<file path="config.mk">
export PLATFORM = sky130hd
export DESIGN_NAME = mux_tree_pipe
export DESIGN_NICKNAME = d
export VERILOG_FILES = /design/src/rtl/mux_tree_pipe.sv
export SDC_FILE = /design/constraint.sdc
export NUM_CORES = 1
export LEC_CHECK = 0
export CORE_UTILIZATION = 51
export CTS_BUF_LIST = sky130_fd_sc_hd__clkbuf_16
export DETAILED_ROUTE_END_ITERATION = 7
export PLACE_DENSITY = 0.8
export SYNTH_ARGS = -nofsm -noshare
export SYNTH_HDL_FRONTEND = slang
export SYNTH_SLANG_ARGS = --single-unit
</file>
<file path="constraint.sdc">
create_clock -name UserCLK -period 1.59 [get_ports UserCLK]
set_input_delay 0.318 -clock UserCLK [delete_from_list [all_inputs] [get_ports UserCLK]]
set_output_delay 0.318 -clock UserCLK [all_outputs]
set_load 0.02 [all_outputs]
</file>
<file path="src/rtl/mux_tree_pipe.sv">
// mux_tree_pipe
//   Pipelined binary 2:1 mux tree. N = 2**LOG2N inputs of WIDTH bits are
//   reduced level by level; every level is followed by a register stage, so
//   latency is LOG2N cycles regardless of the configured group depth.
//   With active depth k, output lane g carries input g*2**k + sel[k-1:0];
//   lanes beyond N/2**k are forced to zero. Levels at or above k pass data
//   through (still registered).
//
// Ports
//   UserCLK   : clock, all state on rising edge
//   resetn    : asynchronous active-low reset
//   in_data   : N*WIDTH, input i at [i*WIDTH +: WIDTH]
//   in_sel    : LOG2N select, bit j steers tree level j
//   in_valid / in_ready   : input handshake
//   out_data  : (N/2)*WIDTH, lane g at [g*WIDTH +: WIDTH]
//   out_valid / out_ready : output handshake
//   cfg_mode  : requested group depth (0 -> 1, >LOG2N -> LOG2N)
//   cfg_load  : single-cycle strobe capturing cfg_mode as pending depth
//   cfg_busy  : depth change pending; input blocked until pipeline drains
//   out_par   : (only with MUX_TREE_PIPE_PARITY_EN) per-lane XOR of out_data
//
// Build option
//   `define MUX_TREE_PIPE_PARITY_EN adds the out_par output.

module mux_tree_pipe #(
  parameter int WIDTH = 4,
  parameter int LOG2N = 3
) (
  input  logic                             UserCLK,
  input  logic                             resetn,
  input  logic [(WIDTH<<LOG2N)-1:0]        in_data,
  input  logic [LOG2N-1:0]                 in_sel,
  input  logic                             in_valid,
  output logic                             in_ready,
  output logic [(WIDTH<<(LOG2N-1))-1:0]    out_data,
  output logic                             out_valid,
  input  logic                             out_ready,
  input  logic [2:0]                       cfg_mode,
  input  logic                             cfg_load,
  output logic                             cfg_busy
`ifdef MUX_TREE_PIPE_PARITY_EN
  ,
  output logic [(1<<(LOG2N-1))-1:0]        out_par
`endif
);

  localparam int N     = 1 << LOG2N;
  localparam int LANES = N / 2;
  localparam int HW    = LANES * WIDTH;
  localparam int FW    = N * WIDTH;
  localparam logic [2:0] DMAX = 3'(LOG2N);

  logic [HW-1:0]    data_q [LOG2N];
  logic [HW-1:0]    data_d [LOG2N];
  logic [LOG2N-1:0] sel_q  [LOG2N];
  logic [LOG2N-1:0] vld_q;

  logic [2:0] act_q;
  logic [2:0] pend_q;
  logic       busy_q;

  logic adv;
  logic xfer;

  logic [FW-1:0]    src;
  logic [LOG2N-1:0] sel_src;

  function automatic logic [2:0] clamp_depth(input logic [2:0] m);
    if (m == 3'd0)  return 3'd1;
    if (m > DMAX)   return DMAX;
    return m;
  endfunction

  assign adv      = !vld_q[LOG2N-1] || out_ready;
  assign in_ready = adv && !busy_q;
  assign xfer     = in_valid && in_ready;

  // Every level sees a full N-lane view of its source (upper half zero for
  // levels >= 1) so mux levels and pass-through levels share one lane map.
  always_comb begin
    src     = '0;
    sel_src = '0;
    for (int unsigned j = 0; j < LOG2N; j++) begin
      src = '0;
      if (j == 0) begin
        src     = in_data;
        sel_src = in_sel;
      end else begin
        src[HW-1:0] = data_q[j-1];
        sel_src     = sel_q[j-1];
      end
      data_d[j] = '0;
      for (int unsigned m = 0; m < LANES; m++) begin
        if (j < {29'd0, act_q}) begin
          if (m < (N >> (j + 1))) begin
            data_d[j][m*WIDTH +: WIDTH] = sel_src[j] ? src[(2*m+1)*WIDTH +: WIDTH]
                                                     : src[(2*m)*WIDTH +: WIDTH];
          end
        end else begin
          data_d[j][m*WIDTH +: WIDTH] = src[m*WIDTH +: WIDTH];
        end
      end
    end
  end

  always_ff @(posedge UserCLK or negedge resetn) begin
    if (!resetn) begin
      vld_q <= '0;
      for (int unsigned j = 0; j < LOG2N; j++) begin
        data_q[j] <= '0;
        sel_q[j]  <= '0;
      end
    end else if (adv) begin
      vld_q[0]  <= xfer;
      data_q[0] <= data_d[0];
      sel_q[0]  <= in_sel;
      for (int unsigned j = 1; j < LOG2N; j++) begin
        vld_q[j]  <= vld_q[j-1];
        data_q[j] <= data_d[j];
        sel_q[j]  <= sel_q[j-1];
      end
    end
  end

  // Depth only switches with the pipeline empty, so a single active-depth
  // register is valid for every level. A load arriving on the drain edge
  // wins; the still-empty pipeline lets it apply on the following edge.
  always_ff @(posedge UserCLK or negedge resetn) begin
    if (!resetn) begin
      busy_q <= 1'b0;
      pend_q <= DMAX;
      act_q  <= DMAX;
    end else if (cfg_load) begin
      pend_q <= clamp_depth(cfg_mode);
      busy_q <= 1'b1;
    end else if (busy_q && (vld_q == '0)) begin
      act_q  <= pend_q;
      busy_q <= 1'b0;
    end
  end

  assign out_data  = data_q[LOG2N-1];
  assign out_valid = vld_q[LOG2N-1];
  assign cfg_busy  = busy_q;

`ifdef MUX_TREE_PIPE_PARITY_EN
  logic [LANES-1:0] par_q;

  always_ff @(posedge UserCLK or negedge resetn) begin
    if (!resetn) begin
      par_q <= '0;
    end else if (adv) begin
      for (int unsigned g = 0; g < LANES; g++) begin
        par_q[g] <= ^data_d[LOG2N-1][g*WIDTH +: WIDTH];
      end
    end
  end

  assign out_par = par_q;
`endif

endmodule

</file>
# Yosys cells after proc, flatten, opt, wreduce, memory -nomap -nowiden
# Index checks and enable logic that the tools add are counted.
[totals]
input_bits = 43
regBits = 64
wordCells = 54
output_inout_bits = 19
[op_classes]
mux = 30
n_bitwise = 1
reduce_logical = 10
magnitude_cmp = 4
[ops]
columns = ["operator", "n"]
rows = [
  ["$mux W4", 19],
  ["$mux W3", 4],
  ["$mux W1", 7],
  ["$logic_not A3 Y1", 2],
  ["$lt A1 B3 Y1 const A", 2],
  ["$gt A3 B2 Y1 const B", 1],
  ["$logic_and A1 B1 Y1", 3],
  ["$lt A2 B3 Y1 const A", 1],
  ["$logic_not A1 Y1", 2],
  ["$reduce_and A2 Y1", 1],
  ["$reduce_bool A2 Y1", 1],
  ["$logic_or A1 B1 Y1", 1],
  ["$not A1 Y1", 1],
]

# Longest topological paths before layout
[depth]
depth_word = 7
depth_mapped = 6
mapped_depth_nobuf = 3

# Worst setup path after synthesis
# No wires, ideal clock.
[synth_path]
kind = "reg2out"
startpoint = "reg vld_q[2]"
endpoint = "out in_ready"
path_stages_with_launch = 6
required_time_ps = 1272
n_path_buf = 3
t_arrival_ps = 1341
setup_slack_ps = -69
path_cell_list = "dfrtp_1 nor2b_4 buf_6 buf_4 buf_2 nor2_1"
[synth_via]
elab_chain_cells = 3
[synth_rtl]
columns = ["element", "line_no", "source"]
rows = [
  ["start: declaration", "56", "logic [LOG2N-1:0] vld_q;"],
  ["start signal: indexed assignment", "118", "vld_q[j] <= vld_q[j-1];"],
  ["$logic_not A1 Y1", "74", "assign adv = !vld_q[LOG2N-1] || out_ready;"],
  ["$logic_or A1 B1 Y1", "74", ""],
  ["$logic_and A1 B1 Y1", "75", "assign in_ready = adv && !busy_q;"],
  ["end: declaration", "34", "output logic in_ready,"],
]
# Every way passes these cells.

# Worst setup path in the final report
[layout_path]
startpoint = "in out_ready"
endpoint = "reg data_q[37] in the netlist's numbering"
[layout_via]
elab_chain_cells = 1
[layout_rtl]
columns = ["element", "line_no", "source"]
rows = [
  ["start: declaration", "37", "input logic out_ready,"],
  ["$logic_or A1 B1 Y1", "74", ""],
  ["end signal: indexed assignment", "119", "data_q[j] <= data_d[j];"],
  ["end: declaration", "53", "logic [HW-1:0] data_q [LOG2N];"],
]
# Every way passes these cells.
# A chain may end at the register's enable or synchronous reset.

==> impl_metrics.env <==
export IMPL_status="completed"
export IMPL_synth_top_area_share_pct=48.7
export IMPL_worst_ep_arrival_time_ns=1.75
export IMPL_whs_ns=0.477
export IMPL_p_comb_share_pct=29.5
export IMPL_hold_viol_final=0
export IMPL_min_period_over_period_pct=98.2
export IMPL_grtUsageTotal_pct=23.4
export IMPL_cp_required_ns=1.78
export IMPL_ys_flop_type="dfrtp_1"
export IMPL_drt_iter0_drc=118
export IMPL_post_cts_setup_buffers=0
export IMPL_antenna_left=0
export IMPL_first_pass_iters=4
export IMPL_wl_per_cell_um=15.4
export IMPL_cts_tree="done"
export IMPL_crit_type="in2reg"
export IMPL_num_vias=2286
export IMPL_period_minus_slack_ns=1.56
export IMPL_cap_violations=0
export IMPL_grt_overflow_total=0
export IMPL_cp_start_kind="input port"
export IMPL_initial_core_util_pct=53.2
export IMPL_cts_root_buf="clkbuf_16"
export IMPL_ys_ff_latch=61
export IMPL_critPathMaxFanout=25
export IMPL_netlist_instances=276
export IMPL_path_clk_slew_ns=0.05
export IMPL_synth_area_per_cell_um2=10.6
export IMPL_grt_setup_unrepaired="yes"
export IMPL_p_per_area_nw_per_um2=1720
export IMPL_synth_area_leaders="dfrtp_1 49%, a22o_1 6.0%, buf_4 4.9%, nor3_1 4.8%, dfstp_2 3.6%"
export IMPL_p_int_mw=4.57
export IMPL_rows=27
export IMPL_switching_share_pct=32.1
export IMPL_port_buffers=61
export IMPL_max_freq_ghz=0.641
export IMPL_dieArea_um2=6060
export IMPL_synthDistinctLibCells=35
export IMPL_ys_async_sr_fraction_pct=100
export IMPL_ys_warn_count=0
export IMPL_grt_pass1_wl_um=10700
export IMPL_drive_above_1_share_pct=15.8
export IMPL_power_switching_mw=2.16
export IMPL_drc=0
export IMPL_finClkSkew_ns=0.00483
export IMPL_areaGrowthSynthToFinish_pct=33.2
export IMPL_numCtsBuffers=9
export IMPL_finalWeightedCongestion=0.832
export IMPL_cts_sinks=61
export IMPL_die_h_um=77.8
export IMPL_antenna_found_initial=0
export IMPL_viasPerCell=5.60
export IMPL_hp_class="in2async"
export IMPL_pwr_share_seq_pct=38.7
export IMPL_dp_hpwl_um=4310
export IMPL_yosysSeqAreaShare_pct=52.2
export IMPL_place_area_um2=3560
export IMPL_design_area_um2=3910
export IMPL_slew_headroom_pct=60.5
export IMPL_die_x_um=77.8
export IMPL_fin_nets=374
export IMPL_setup_violations=0
export IMPL_clkLatencyLatePin_ns=0.32
export IMPL_grt_pass1_vias=2227
export IMPL_clockPowerShare_pct=31.8
export IMPL_ir_drop_uv=799
export IMPL_grt_max_degree=45
export IMPL_routed_wl_um=6270
export IMPL_clk_path_buf_depth=2
export IMPL_p_leak_nw=1.78
export IMPL_synth_area_um2=2930
export IMPL_synth_edf_count=0
export IMPL_core_area_um2=5510
export IMPL_diodes=0
export IMPL_syn_nets=319
export IMPL_worst_slew_pin_slew_ns=0.590
export IMPL_crit_path_end_kind="flop"
export IMPL_ios=62
export IMPL_drv_slew=0
export IMPL_yosysTopAreaCell="dfrtp_1"
export IMPL_cts_htree_levels=3
[metal layers]
layer  vias to the layer above  wire length, um  GRT usage (%)
li1                       1097                -              -
met1                      1092             2800           31.3
met2                        80             3030           35.0
met3                        17              280           5.41
met4                         0              156           13.4
met5                         -                0              0
[repair_timing]
item                       4_1_cts  5_1_grt
pin swaps                        0        0
resized for setup               22        8
hold buffers                     1        0
hold endpoints to repair        18        0
setup endpoints to repair       33       14
[power by group through the flow]
stage	Combinational [mW]	Clock, mW	Sequential (mW)
floorplan	1.55	0	2.44
global placement	1.99	0	2.57
detailed placement	2.03	0	2.60
CTS	1.98	2.17	2.60
global route	2.19	2.25	2.67
finish	1.99	2.14	2.60
[cell families (layout without fill, tap and decap cells)]
logic type / count (synthesis) / in the layout / share of synthesized area, %
DFF: 61 / 61 / 52.2
AOI/OAI and AO/OA: 64 / 64 / 17.3
buffers and inverters: 36 / 96 / 8.66
and+or+nand+nor: 104 / 104 / 17.9
muxes: 11 / 11 / 3.88
[final timing paths]
| check | from | endpoint | slack [ns] | cells after the start |
|---|---|---|---|---|
| setup / recovery | out_ready | data_q[37]$_DFFE_PN0N_ | 0.03 | 6 |
| hold reg to reg | sel_q[8]$_DFFE_PN0N_ | sel_q[8]$_DFFE_PN0N_ | 0.48 | 2 |
| max in group asynchronous | resetn | pend_q[1]$_DFFE_PN1P_ | 0.55 | 3 |
| hold / removal | resetn | sel_src[2]$_DFFE_PN0N_ | 0.48 | 2 |
| min in group UserCLK | sel_q[8]$_DFFE_PN0N_ | sel_q[8]$_DFFE_PN0N_ | 0.48 | 2 |
| setup reg to reg | act_q[2]$_DFFE_PN0P_ | out_data[3]$_DFFE_PN0N_ | 0.09 | 4 |
[critical path: stages]
cell	delay, ns
clkdlybuf4s50_1	0.53
nor2b_4	0.06
buf_4	0.16
buf_12	0.16
a2111oi_0	0.41
nor3_1	0.11
[through the flow]
step	utilization, %	cells	total power [mW]	setup slack [ns]	TNS (ns)
2_1_floorplan	-	276	3.99	0.0192	0
3_3_place_gp	64.6	391	4.57	-0.300	-9.12
3_5_place_dp	64.6	391	4.63	-0.351	-10.03
4_1_cts	70.6	408	6.75	0.00146	0
5_1_grt	70.9	408	7.11	-0.0202	-0.0572
6_report	70.9	408	6.74	0.0294	0
[cell usage in the layout, fill, tap and decap left out, types with 2 or more instances in the layout]
| cell type | count |
|---|---|
| nand2_1 | 26 |
| nor2_1 | 20 |
| o21ai_0 | 8 |
| nor3_1 | 28 |
| bufinv_16 | 3 |
| a2111oi_1 | 8 |
| a221o_1 | 4 |
| dfstp_2 | 4 |
| mux2i_1 | 8 |
| buf_2 | 2 |
| nor2_2 | 2 |
| o21ai_1 | 4 |
| a211oi_1 | 4 |
| mux2_2 | 3 |
| inv_1 | 3 |
| nor2b_1 | 14 |
| buf_4 | 13 |
| clkbuf_16 | 9 |
| dfrtp_1 | 57 |
| a2111oi_2 | 3 |
| and2b_1 | 3 |
| clkdlybuf4s50_1 | 41 |
| nand2b_1 | 2 |
| a22o_1 | 20 |
| buf_12 | 4 |
| a21oi_1 | 7 |
| dlygate4sd2_1 | 17 |
[layout make-up]
type	instances	area, um2
Clock buffer	9	225
Sequential cell	61	1530
Inverter	1	3.75
Timing Repair Buffer	79	769
Multi-Input combinational cell	179	1180
Fill cell	393	1600
Clock inverter	7	106
Tap cell	72	90.1
[cell usage after synthesis (5+ instances only)]
library cell,count
a22o_1,20
nor3_1,28
nor2b_1,14
buf_4,19
nand2_1,26
a2111oi_1,9
buf_6,5
a21oi_1,8
nor2_1,22
buf_2,8
mux2i_1,8
dfrtp_1,57
o21ai_0,8
[sequential cells by signal, summed over array words and instances, names as in the netlist]
signal	flops
vld_q	3
sel_src	1
cfg_busy	1
act_q	3
sel_q	2
pend_q	3
data_q	32
out_data	16
Note: power is estimated with default switching activity, not from simulation.
